<file path="src/rtl/conway_window_gen.sv">
// Board buffer and 3x3 window generator for a Life cell evaluator.
// Loads one raster-ordered frame, then streams every cell with its 8 neighbours.
module conway_window_gen #(
  parameter int ROWS = 16,
  parameter int COLS = 16,
  parameter int RW   = $clog2(ROWS),
  parameter int CW   = $clog2(COLS)
) (
  input  logic          clk,
  input  logic          rst,
  input  logic          ena,
  input  logic          in_valid,
  output logic          in_ready,
  input  logic          in_cell,
  output logic          out_valid,
  input  logic          out_ready,
  output logic          out_state_0,
  output logic [7:0]    out_neighbors,
  output logic [RW-1:0] out_row,
  output logic [CW-1:0] out_col,
  output logic          out_last
);

  typedef enum logic {
    S_LOAD = 1'b0,
    S_EMIT = 1'b1
  } state_t;

  state_t          r_state;
  state_t          w_state_next;

  logic [RW-1:0]   r_row;
  logic [CW-1:0]   r_col;
  logic [COLS-1:0] r_board [ROWS];

  logic            r_out_valid;
  logic            r_out_state;
  logic [7:0]      r_out_nb;
  logic [RW-1:0]   r_out_row;
  logic [CW-1:0]   r_out_col;
  logic            r_out_last;

  logic            w_in_ready;
  logic            w_in_xfer;
  logic            w_out_acc;
  logic            w_load;
  logic            w_cnt_last;
  logic [7:0]      w_nb;

  assign w_cnt_last = (r_row == RW'(ROWS - 1)) && (r_col == CW'(COLS - 1));
  assign w_in_xfer  = ena && in_valid && (r_state == S_LOAD);
  assign w_out_acc  = ena && r_out_valid && out_ready;

  always_ff @(posedge clk or negedge rst) begin
    if (!rst) begin
      r_state <= S_LOAD;
    end else begin
      r_state <= w_state_next;
    end
  end

  always_comb begin
    w_state_next = r_state;
    w_in_ready   = 1'b0;
    w_load       = 1'b0;
    case (r_state)
      S_LOAD: begin
        w_in_ready = ena;
        if (w_in_xfer && w_cnt_last) begin
          w_state_next = S_EMIT;
        end
      end
      S_EMIT: begin
        // Never refill the stage once the final window is sitting in it.
        w_load = ena && (!r_out_valid || out_ready) && !(r_out_valid && r_out_last);
        if (w_out_acc && r_out_last) begin
          w_state_next = S_LOAD;
        end
      end
      default: begin
        w_state_next = S_LOAD;
      end
    endcase
  end

  // Neighbour taps; anything off the board edge reads as dead.
  for (genvar gi = 0; gi < 8; gi++) begin : g_nb
    localparam int DR = (gi < 3) ? -1 : ((gi < 5) ? 0 : 1);
    localparam int DC = (gi == 0 || gi == 3 || gi == 5) ? -1 :
                        ((gi == 1 || gi == 6) ? 0 : 1);
    logic          w_row_ok;
    logic          w_col_ok;
    logic [RW-1:0] w_nr;
    logic [CW-1:0] w_nc;

    assign w_row_ok = (DR < 0) ? (r_row != '0) :
                      ((DR > 0) ? (r_row != RW'(ROWS - 1)) : 1'b1);
    assign w_col_ok = (DC < 0) ? (r_col != '0) :
                      ((DC > 0) ? (r_col != CW'(COLS - 1)) : 1'b1);
    assign w_nr     = r_row + RW'(DR);
    assign w_nc     = r_col + CW'(DC);
    assign w_nb[gi] = w_row_ok && w_col_ok && r_board[w_nr][w_nc];
  end

  always_ff @(posedge clk or negedge rst) begin
    if (!rst) begin
      for (int i = 0; i < ROWS; i++) begin
        r_board[i] <= '0;
      end
    end else if (w_in_xfer) begin
      r_board[r_row][r_col] <= in_cell;
    end
  end

  // Shared raster counter: write address in LOAD, window centre in EMIT.
  always_ff @(posedge clk or negedge rst) begin
    if (!rst) begin
      r_row <= '0;
      r_col <= '0;
    end else if (w_in_xfer || w_load) begin
      if (r_col == CW'(COLS - 1)) begin
        r_col <= '0;
        r_row <= (r_row == RW'(ROWS - 1)) ? '0 : r_row + RW'(1);
      end else begin
        r_col <= r_col + CW'(1);
      end
    end
  end

  always_ff @(posedge clk or negedge rst) begin
    if (!rst) begin
      r_out_valid <= 1'b0;
      r_out_state <= 1'b0;
      r_out_nb    <= '0;
      r_out_row   <= '0;
      r_out_col   <= '0;
      r_out_last  <= 1'b0;
    end else if (w_load) begin
      r_out_valid <= 1'b1;
      r_out_state <= r_board[r_row][r_col];
      r_out_nb    <= w_nb;
      r_out_row   <= r_row;
      r_out_col   <= r_col;
      r_out_last  <= w_cnt_last;
    end else if (w_out_acc) begin
      r_out_valid <= 1'b0;
    end
  end

  assign in_ready      = w_in_ready && rst;
  assign out_valid     = r_out_valid && ena;
  assign out_state_0   = r_out_state;
  assign out_neighbors = r_out_nb;
  assign out_row       = r_out_row;
  assign out_col       = r_out_col;
  assign out_last      = r_out_last;

endmodule

</file>
<file path="config.mk">
export PLATFORM = sky130hd
export DESIGN_NAME = conway_window_gen
export DESIGN_NICKNAME = d
export VERILOG_FILES = /design/src/rtl/conway_window_gen.sv
export SDC_FILE = /design/constraint.sdc
export NUM_CORES = 1
export LEC_CHECK = 0
export CORE_MARGIN = 3
export CORE_UTILIZATION = 25
export DETAILED_ROUTE_END_ITERATION = 10
export SETUP_SLACK_MARGIN = 0.4
export SYNTH_ARGS = -nofsm -noshare
export SYNTH_HDL_FRONTEND = slang
export SYNTH_SLANG_ARGS = --single-unit
</file>
<file path="constraint.sdc">
create_clock -name clk -period 4.2 [get_ports clk]
set_input_delay 0.84 -clock clk [delete_from_list [all_inputs] [get_ports clk]]
set_output_delay 0.84 -clock clk [all_outputs]
set_load 0.01 [all_outputs]
</file>
### Yosys cells after proc, flatten, opt, wreduce, memory -nomap -nowiden

Index checks and enable logic that the tools add are counted.

| storage, ports and cells | value |
|---|---|
| bits in registers | 284 |
| output and inout port bits | 20 |

| operators by class | value |
|---|---|
| $lt $le $gt $ge | 8 |
| $add $sub $neg | 4 |
| reduce and logical (&&, ||, !) cells | 33 |
| bitwise operators | 4 |
| equality and inequality tests | 4 |
| multiplexer cells | 41 |

Operator list:

| operator | count |
|---|---|
| 256-bit bitwise mux | 1 |
| 16-bit binary-select mux with 4-bit select | 3 |
| 16-bit two-way mux | 7 |
| 16-bit demux with 4-bit select | 1 |
| 1-bit binary-select mux with 4-bit select | 9 |
| 1-bit logical AND | 25 |
| 1-bit two-way mux | 16 |
| 5-bit greater-or-equal comparator (second input constant) | 3 |
| 4-bit by 5-bit < comparator with 1-bit output (second input constant) | 3 |
| 4-bit inverter with 5-bit output | 3 |
| 4-bit by 1-bit adder with 4-bit output (second input constant) | 2 |
| 4-bit adder (second input constant) | 2 |
| 4-bit equality test (second input constant) | 2 |
| 4-bit two-way mux | 2 |
| 4-bit != test (second input constant) | 2 |
| 4-bit nonzero test | 2 |
| 5-bit by 1-bit < comparator with 1-bit output (second input constant) | 1 |
| 1-bit demux with 4-bit select | 1 |
| 4-bit by 1-bit greater-or-equal comparator with 1-bit output (second input constant) | 1 |
| 1-bit logical NOT | 2 |
| 1-bit logical OR | 2 |
| 1-bit case mux with 2 select lines | 1 |
| 2-bit AND reduction | 1 |
| 2-bit nonzero test | 1 |
| 1-bit inverter | 1 |

### Depth between registers and ports, before layout

Gate-level depths: netlist of the first run.

| depth | value |
|---|---|
| depth after elaboration | 8 |
| mapped depth | 16 |
| gate-level depth less buffers | 10 |

### Least setup slack after synthesis of the first run

OpenSTA, ideal clock, no wires.

| timing | value |
|---|---|
| path type | register to register |
| from | reg r_row[0] |
| to | reg r_out_nb[0], in the netlist out_neighbors[0] |
| buffers on the path | 5 |
| setup time | 126 ps |
| data arrival time | 3509 ps |
| required time | 4074 ps |
| setup slack | 565 ps |
| cell stages (with the launch flop) | 16 |
| cell sequence | dfrtp_1 buf_4 buf_2 buf_2 inv_1 buf_2 ha_1 xor2_4 buf_2 mux4_2 nand2_1 a21oi_1 a2111o_1 o31ai_2 nor4_1 a221o_1 |

| between the ends | value |
|---|---|
| cells in the longest elaborated chain, start to end | 8 |
| elaborated cells between the ends (all ways) | 10 |

RTL lines:

| item | RTL line | source |
|---|---|---|
| start, declared | 32 | `logic [RW-1:0] r_row;` |
| start signal, assigned | 123 | `r_row <= (r_row == RW'(ROWS - 1)) ? '0 : r_row + RW'(1);` |
| 4-bit adder | 100 | `assign w_nr = r_row + RW'(DR);` |
| 4-bit inverter with 5-bit output (implied by the code) | 102 | `assign w_nb[gi] = w_row_ok && w_col_ok && r_board[w_nr][w_nc];` |
| 16-bit binary-select mux with 4-bit select | 102 |  |
| 16-bit two-way mux (implied by the code) (2 in series) | 102 |  |
| 1-bit binary-select mux with 4-bit select | 102 |  |
| 1-bit two-way mux (implied by the code) | 102 |  |
| 1-bit logical AND (*) | 102 |  |
| end signal, assigned | 141 | `r_out_nb <= w_nb;` |
| end, declared | 38 | `logic [7:0] r_out_nb;` |

Mark *: on every way between the ends. The rest lies on a longest branch, timed or not. The select of a mux whose other input is x is not followed.
A chain may end at the register's enable or synchronous reset.

### Worst setup path after layout of the first run

| timing | value |
|---|---|
| from | reg r_row[1] |
| to | reg r_out_nb[4], in the netlist out_neighbors[4] |

| between the ends | value |
|---|---|
| cells in the longest elaborated chain, start to end | 7 |

RTL lines:

| item | RTL line |
|---|---|
| 4-bit inverter with 5-bit output (implied by the code) | 102 |
| 16-bit binary-select mux with 4-bit select | 102 |
| 16-bit two-way mux (implied by the code) (2 in series) | 102 |
| 1-bit binary-select mux with 4-bit select | 102 |
| 1-bit two-way mux (implied by the code) | 102 |
| 1-bit logical AND | 102 |

Every way passes these cells. The select of a mux whose other input is x is not followed.

==> flow_summary.toml, run 1 <==
[worst_setup_path]
ff2ff_path_depth = 8
crit_fanout = 27
setup.worst_path.class = "reg -> reg"
start_kind = "register"
worst-r2r-setup-slack_ps = 620
timing.rr.start = "r_row[1]"
crit_required_ps = 4640
end_kind = "register"
cp.arrival_ps = 4030
r2r-end = "out_neighbors[4]"

[pwr]
irDropWorstVdd_mv = 0.509
powerDensity_nw_per_um2 = 628
p_leak_uw = 0.00920
p_total_uw = 13900

[logic_synthesis]
synth_cells = 1797
synth.net_count = 1813
synth.most_common_cell = "nor2_1"
syn_area_um2 = 19500
ys_warn_count = 0
synth_edf_count = 0
synth.distinct_cells = 74
ys_top_cells_by_count = "310 x nor2_1, 286 x mux2_2, 284 x dfrtp_1"
synthFlopType = "dfrtp_1"
ys_ff_latch = 284
yosys.area.top_type = "dfrtp_1"
syn_area_per_cell_um2 = 10.9
synthArstFlopShare_pct = 100
synth_top_cell_area_share_pct = 36.4
synth_area_leaders = "dfrtp_1 36%, mux2_2 16%, mux4_2 16%"
ys_seq_area_share_pct = 36.4

[placement]
globalplace.congestion = 0.998
hpwl_um = 47700
io_buffers = 25
dpl_cell_area_um2 = 21000
place_inst = 2772

[clock_network]
post_cts_buffers = 0
cts_root_buffer = "clkbuf_16"
tritoncts = "done"
h-tree-depth = 2
numClockSinks = 284
cts_made_buffers = 34
cts_hold_buf = 0
cts_resized = 0
cts.clk_slew.worst_paths_ps = 70
cts_buffer_depth = 3
clk_latency_ps = 550

[sta]
grt_setup_unrepaired = "false"
fin_crit_ps = 3580
finClkSkew_ps = 25.3
slew_headroom_pct = 0.505
worstMarginPinSlew_ps = 1490
hold_viol_final = 0
fin_crit_sh_pct = 85.3
tns_ps = 0
setup_viol = 0
fmax_mhz = 279
finalMaxSlewViolations = 0
holdWs_ps = 147

[layout]
fillCellCount = 7898
stdcell_count = 2832
drive_gt1_share_pct = 32.4
fin_area_um2 = 22200
syn2layout_area_growth_pct = 13.5
layout.nets = 1794
antennaDiodeCount = 0

[die]
die_height_um = 285
core_area_um2 = 76700
die_width_um = 285
fp.dieArea_um2 = 81500
rows = 101
start_util_pct = 25.5
ios = 26

[global_route]
grt_pass1_vias = 15457
antenna_found_initial = 0
grt.total_usage_pct = 17.0
grt_max_degree = 141
overflow = 0
grt_pass1_wl_um = 105000

[drt]
vias_per_cell = 5.53
first_pass_iters = 6
routed_wl_um = 70500
vias = 15669
drc = 0
ant_nets = 0
routedWlPerCell_um = 24.9
drt_iter0_markers = 2042

[run_status]
violations = "max-capacitance violations"
status = "complete, but fails checks"

[run]
drv_cap = 1

[worst_hold_path]
hp-class = "in -> async"
## routing by layer
metal / GRT usage, % / part of all wire [%] / routed length (um) / vias to the layer above
li1: - / - / - / 6602
met1: 22.2 / 40 / 28500 / 8023
met2: 27.0 / 46 / 32600 / 857
met3: 3.31 / 8.3 / 5830 / 187
met4: 8.07 / 5.2 / 3660 / 0
met5: 0 / 0 / 0 / -
## critical path, cell delays in order, from the launching register on
cell,delay (ps)
dfrtp_4,530
buf_4,530
mux4_2,590
a22o_1,260
a221oi_2,530
mux2i_1,200
a2111oi_2,380
nor4_1,120
a221o_1,280
## kinds of logic (layout without fill, tap and decap cells)
group	after synthesis	in the layout	synth area share [%]
AND/OR/NAND/NOR	598	598	13.0
multiplexers	520	520	37.2
flip-flops	284	284	36.4
AO/OA/AOI/OAI	202	202	7.70
buffers and inverters	171	176	4.21
XOR/XNOR	12	12	0.827
adder cells (fa/ha/maj)	10	10	0.641
## registers in the layout (all words and copies together), names as in the netlist
name,count
r_board,256
out_neighbors,8
out_col,4
out_row,4
r_col,4
r_row,4
out_last,1
out_state_0,1
r_out_valid,1
r_state,1
## layout by cell type, fill, tap and decap left out, types with 11 or more instances in the layout
cell type / netlist / layout
nand3_1: 51 / 51
nor3_1: 28 / 28
o21ai_0: 27 / 27
and2_1: 11 / 11
mux4_2: 136 / 136
nor2_1: 310 / 309
buf_4: 15 / 74
nand2_1: 146 / 146
mux2i_1: 98 / 98
clkbuf_16: 0 / 35
a31oi_1: 13 / 13
mux2_2: 286 / 286
o211ai_1: 15 / 15
clkdlybuf4s50_1: 0 / 23
a211oi_1: 11 / 11
dfrtp_1: 284 / 280
a22oi_1: 23 / 23
a21oi_1: 27 / 27
## power by group
| group | internal, uW | leakage [uW] | total (uW) | switching, uW |
|---|---|---|---|---|
| registers | 3010 | 0.00393 | 3370 | 354 |
| logic | 2750 | 0.00472 | 7480 | 4730 |
| clock network | 1820 | 0.000556 | 3070 | 1250 |
## worst max path at each step
stage | from | end
after global placement | r_row[1] | out_neighbors[4]
after detailed placement | r_row[1] | out_neighbors[4]
after global routing | r_row[1] | out_neighbors[4]
final | r_row[1] | out_neighbors[4]
after floorplan | r_row[0] | out_neighbors[0]
after CTS | r_row[1] | out_neighbors[4]
## through the flow
stage          util, %  worst slack, ps
2_1_floorplan        -              565
3_3_place_gp      27.4              661
3_5_place_dp      27.4              678
4_1_cts           28.9              667
5_1_grt           28.9              428
6_report          28.9              616
## area by class of cell
class | count | area, um^2 | share of cell area [%]
Sequential cell | 284 | 7120 | 32.1
Inverter | 10 | 37.5 | 0.169
Multi-Input combinational cell | 1342 | 11600 | 52.5
Clock inverter | 14 | 164 | 0.740
Clock buffer | 46 | 977 | 4.41
Timing Repair Buffer | 106 | 952 | 4.30
Tap cell | 1030 | 1290 | 5.82
No activity file was read; power rests on OpenSTA's default activity.
==> run 2, diff against run 1 <==
--- a/config.mk
+++ b/config.mk
@@ -7,6 +7,7 @@
 export LEC_CHECK = 0
 export CORE_MARGIN = 3
 export CORE_UTILIZATION = 25
+export CTS_BUF_LIST = sky130_fd_sc_hd__clkbuf_4 sky130_fd_sc_hd__clkbuf_8 sky130_fd_sc_hd__clkbuf_16
 export DETAILED_ROUTE_END_ITERATION = 10
 export SETUP_SLACK_MARGIN = 0.4
 export SYNTH_ARGS = -nofsm -noshare
==> run 2 against run 1 <==
Net effect:
- the run ends with max-capacitance violations, max-slew violations left
- global-route usage about the same
- largest cell class unchanged
- combinational power about the same
- register-to-register slack better by 20 ps
==> flow_summary.toml, run 2 (synthesis gave the netlist of run 1 again) <==
[pwr]
power_frac_clock_pct = 22.3
p_total_uw = 14000
p_int_uw = 7620
swShare_pct = 45.5
p_leak_uw = 0.00922
powerDensity_nw_per_um2 = 630
seq_power_share_pct = 24.1
pwr-share-comb_pct = 53.6
irDropWorstVdd_mv = 0.511
p_sw_uw = 6360

[sta]
fmax_mhz = 280
slew_headroom_pct = -0.712
fin_crit_ps = 3570
grt_setup_unrepaired = "false"
holdWs_ps = 138
hold_viol_final = 0
setup_viol = 0
finalMaxSlewViolations = 17
tns_ps = 0
worstMarginPinSlew_ps = 1510
fin_crit_sh_pct = 85.0
finClkSkew_ps = 26.6

[layout]
final_cell_mix = "309 x nor2_1, 286 x mux2_2, 280 x dfrtp_1, 146 x nand2_1, 136 x mux4_2"
syn2layout_area_growth_pct = 13.6
drive_gt1_share_pct = 32.7
antennaDiodeCount = 0
layout_commonest_cell = "nor2_1"
largest_reg_flops = 256
top_register = "r_board"
fin_area_um2 = 22200
layout.nets = 1794

[clock_network]
cts.clk_slew.worst_paths_ps = 70
cts_root_buffer = "clkbuf_16"
clk_latency_ps = 560
cts_buffer_depth = 3
post_cts_buffers = 0
cts_hold_buf = 0
h-tree-depth = 2
cts_resized = 0
cts_made_buffers = 34
numClockSinks = 284
tritoncts = "done"

[global_route]
grt_pass1_wl_um = 105000
grt.total_usage_pct = 17.0
grt_util_met3_pct = 3.33
grt_busiest_layer = "met2"
overflow = 0
antenna_found_initial = 0
met1_usage_pct = 22.2
grtUsageMet2_pct = 27.0
grt_max_degree = 141
grt_pass1_vias = 15472

[drt]
routedWlPerCell_um = 24.9
drc = 0
vias = 15742
first_pass_iters = 6
drt_iter0_markers = 1947
vias_per_cell = 5.56
ant_nets = 0
routed_wl_um = 70600

[placement]
globalplace.congestion = 0.998
io_buffers = 25
hpwl_um = 47700
dpl_cell_area_um2 = 21000

[worst_setup_path]
crit_required_ps = 4650
ff2ff_path_depth = 8
cp.arrival_ps = 4020
setup.worst_path.class = "reg -> reg"
max_stage_delay_ps = 590
crit_fanout = 27
cp_cell_sequence = "buf_4, mux4_2, a22o_1, a221oi_2, mux2i_1, a2111oi_2, nor4_1, a221o_1"
end_kind = "register"
cpMaxStageDelayCell = "mux4_2"
start_kind = "register"

[die]
start_util_pct = 25.5
die_height_um = 285
die_width_um = 285
rows = 101
core_area_um2 = 76700
fp.dieArea_um2 = 81500
ios = 26

[run_status]
violations = "max-capacitance violations, max-slew violations"
status = "complete, but fails checks"

[run]
drv_cap = 1

[worst_hold_path]
hp-class = "in -> async"
run 2: changes by cell type in the layout (fill, tap and decap cells not counted):
cell      change
clkbuf_4      +5
clkbuf_1      -5
run 2: through the flow:
step	setup WS [ps]	cells	utilization [%]
floorplan	565	1797	-
global placement	661	2772	27.4
detailed placement	678	2772	27.4
CTS	667	2832	28.9
global route	431	2832	28.9
finish	632	2832	28.9
run 2: power groups by stage:
stage	clock, uW	combinational, uW	sequential (uW)
6_report	3120	7500	3370
3_5_place_dp	0	7310	3390
4_1_cts	3160	7340	3350
3_3_place_gp	0	7280	3370
2_1_floorplan	0	4950	3220
5_1_grt	3290	7830	3390
run 2: worst max-delay path: cells and delay by family, from the launching register on:
kind,cells,cell delay [ps]
multiplexers,2,790
AO/OA/AOI/OAI,4,1450
buffers and inverters,1,520
AND/OR/NAND/NOR,1,120
flip-flops,1,530
run 2: worst paths after layout:
check | slack (ps) | to | start
worst max-delay path | 630 | out_neighbors[4] | r_row[1]
worst min-delay path | 140 | r_row[1] | rst
worst max register to register | 630 | out_neighbors[4] | r_row[1]
worst min register to register | 480 | out_col[3] | out_col[3]
max in group asynchronous | 2280 | r_board[52] | rst
min in group clk | 480 | out_col[3] | out_col[3]
run 2: final cells by class:
class / count / area [um^2]
clock inverter: 14 / 164
timing repair buffer: 106 / 952
clock buffer: 46 / 996
tap: 1030 / 1290
inverter: 10 / 37.5
sequential: 284 / 7120
multi-input combinational: 1342 / 11600
fill: 7897 / 54500
run 2: routing by layer:
layer | vias up | routed length, um
met5 | - | 0
met4 | 0 | 3590
met3 | 190 | 5830
met2 | 831 | 32600
met1 | 8130 | 28600
li1 | 6591 | -
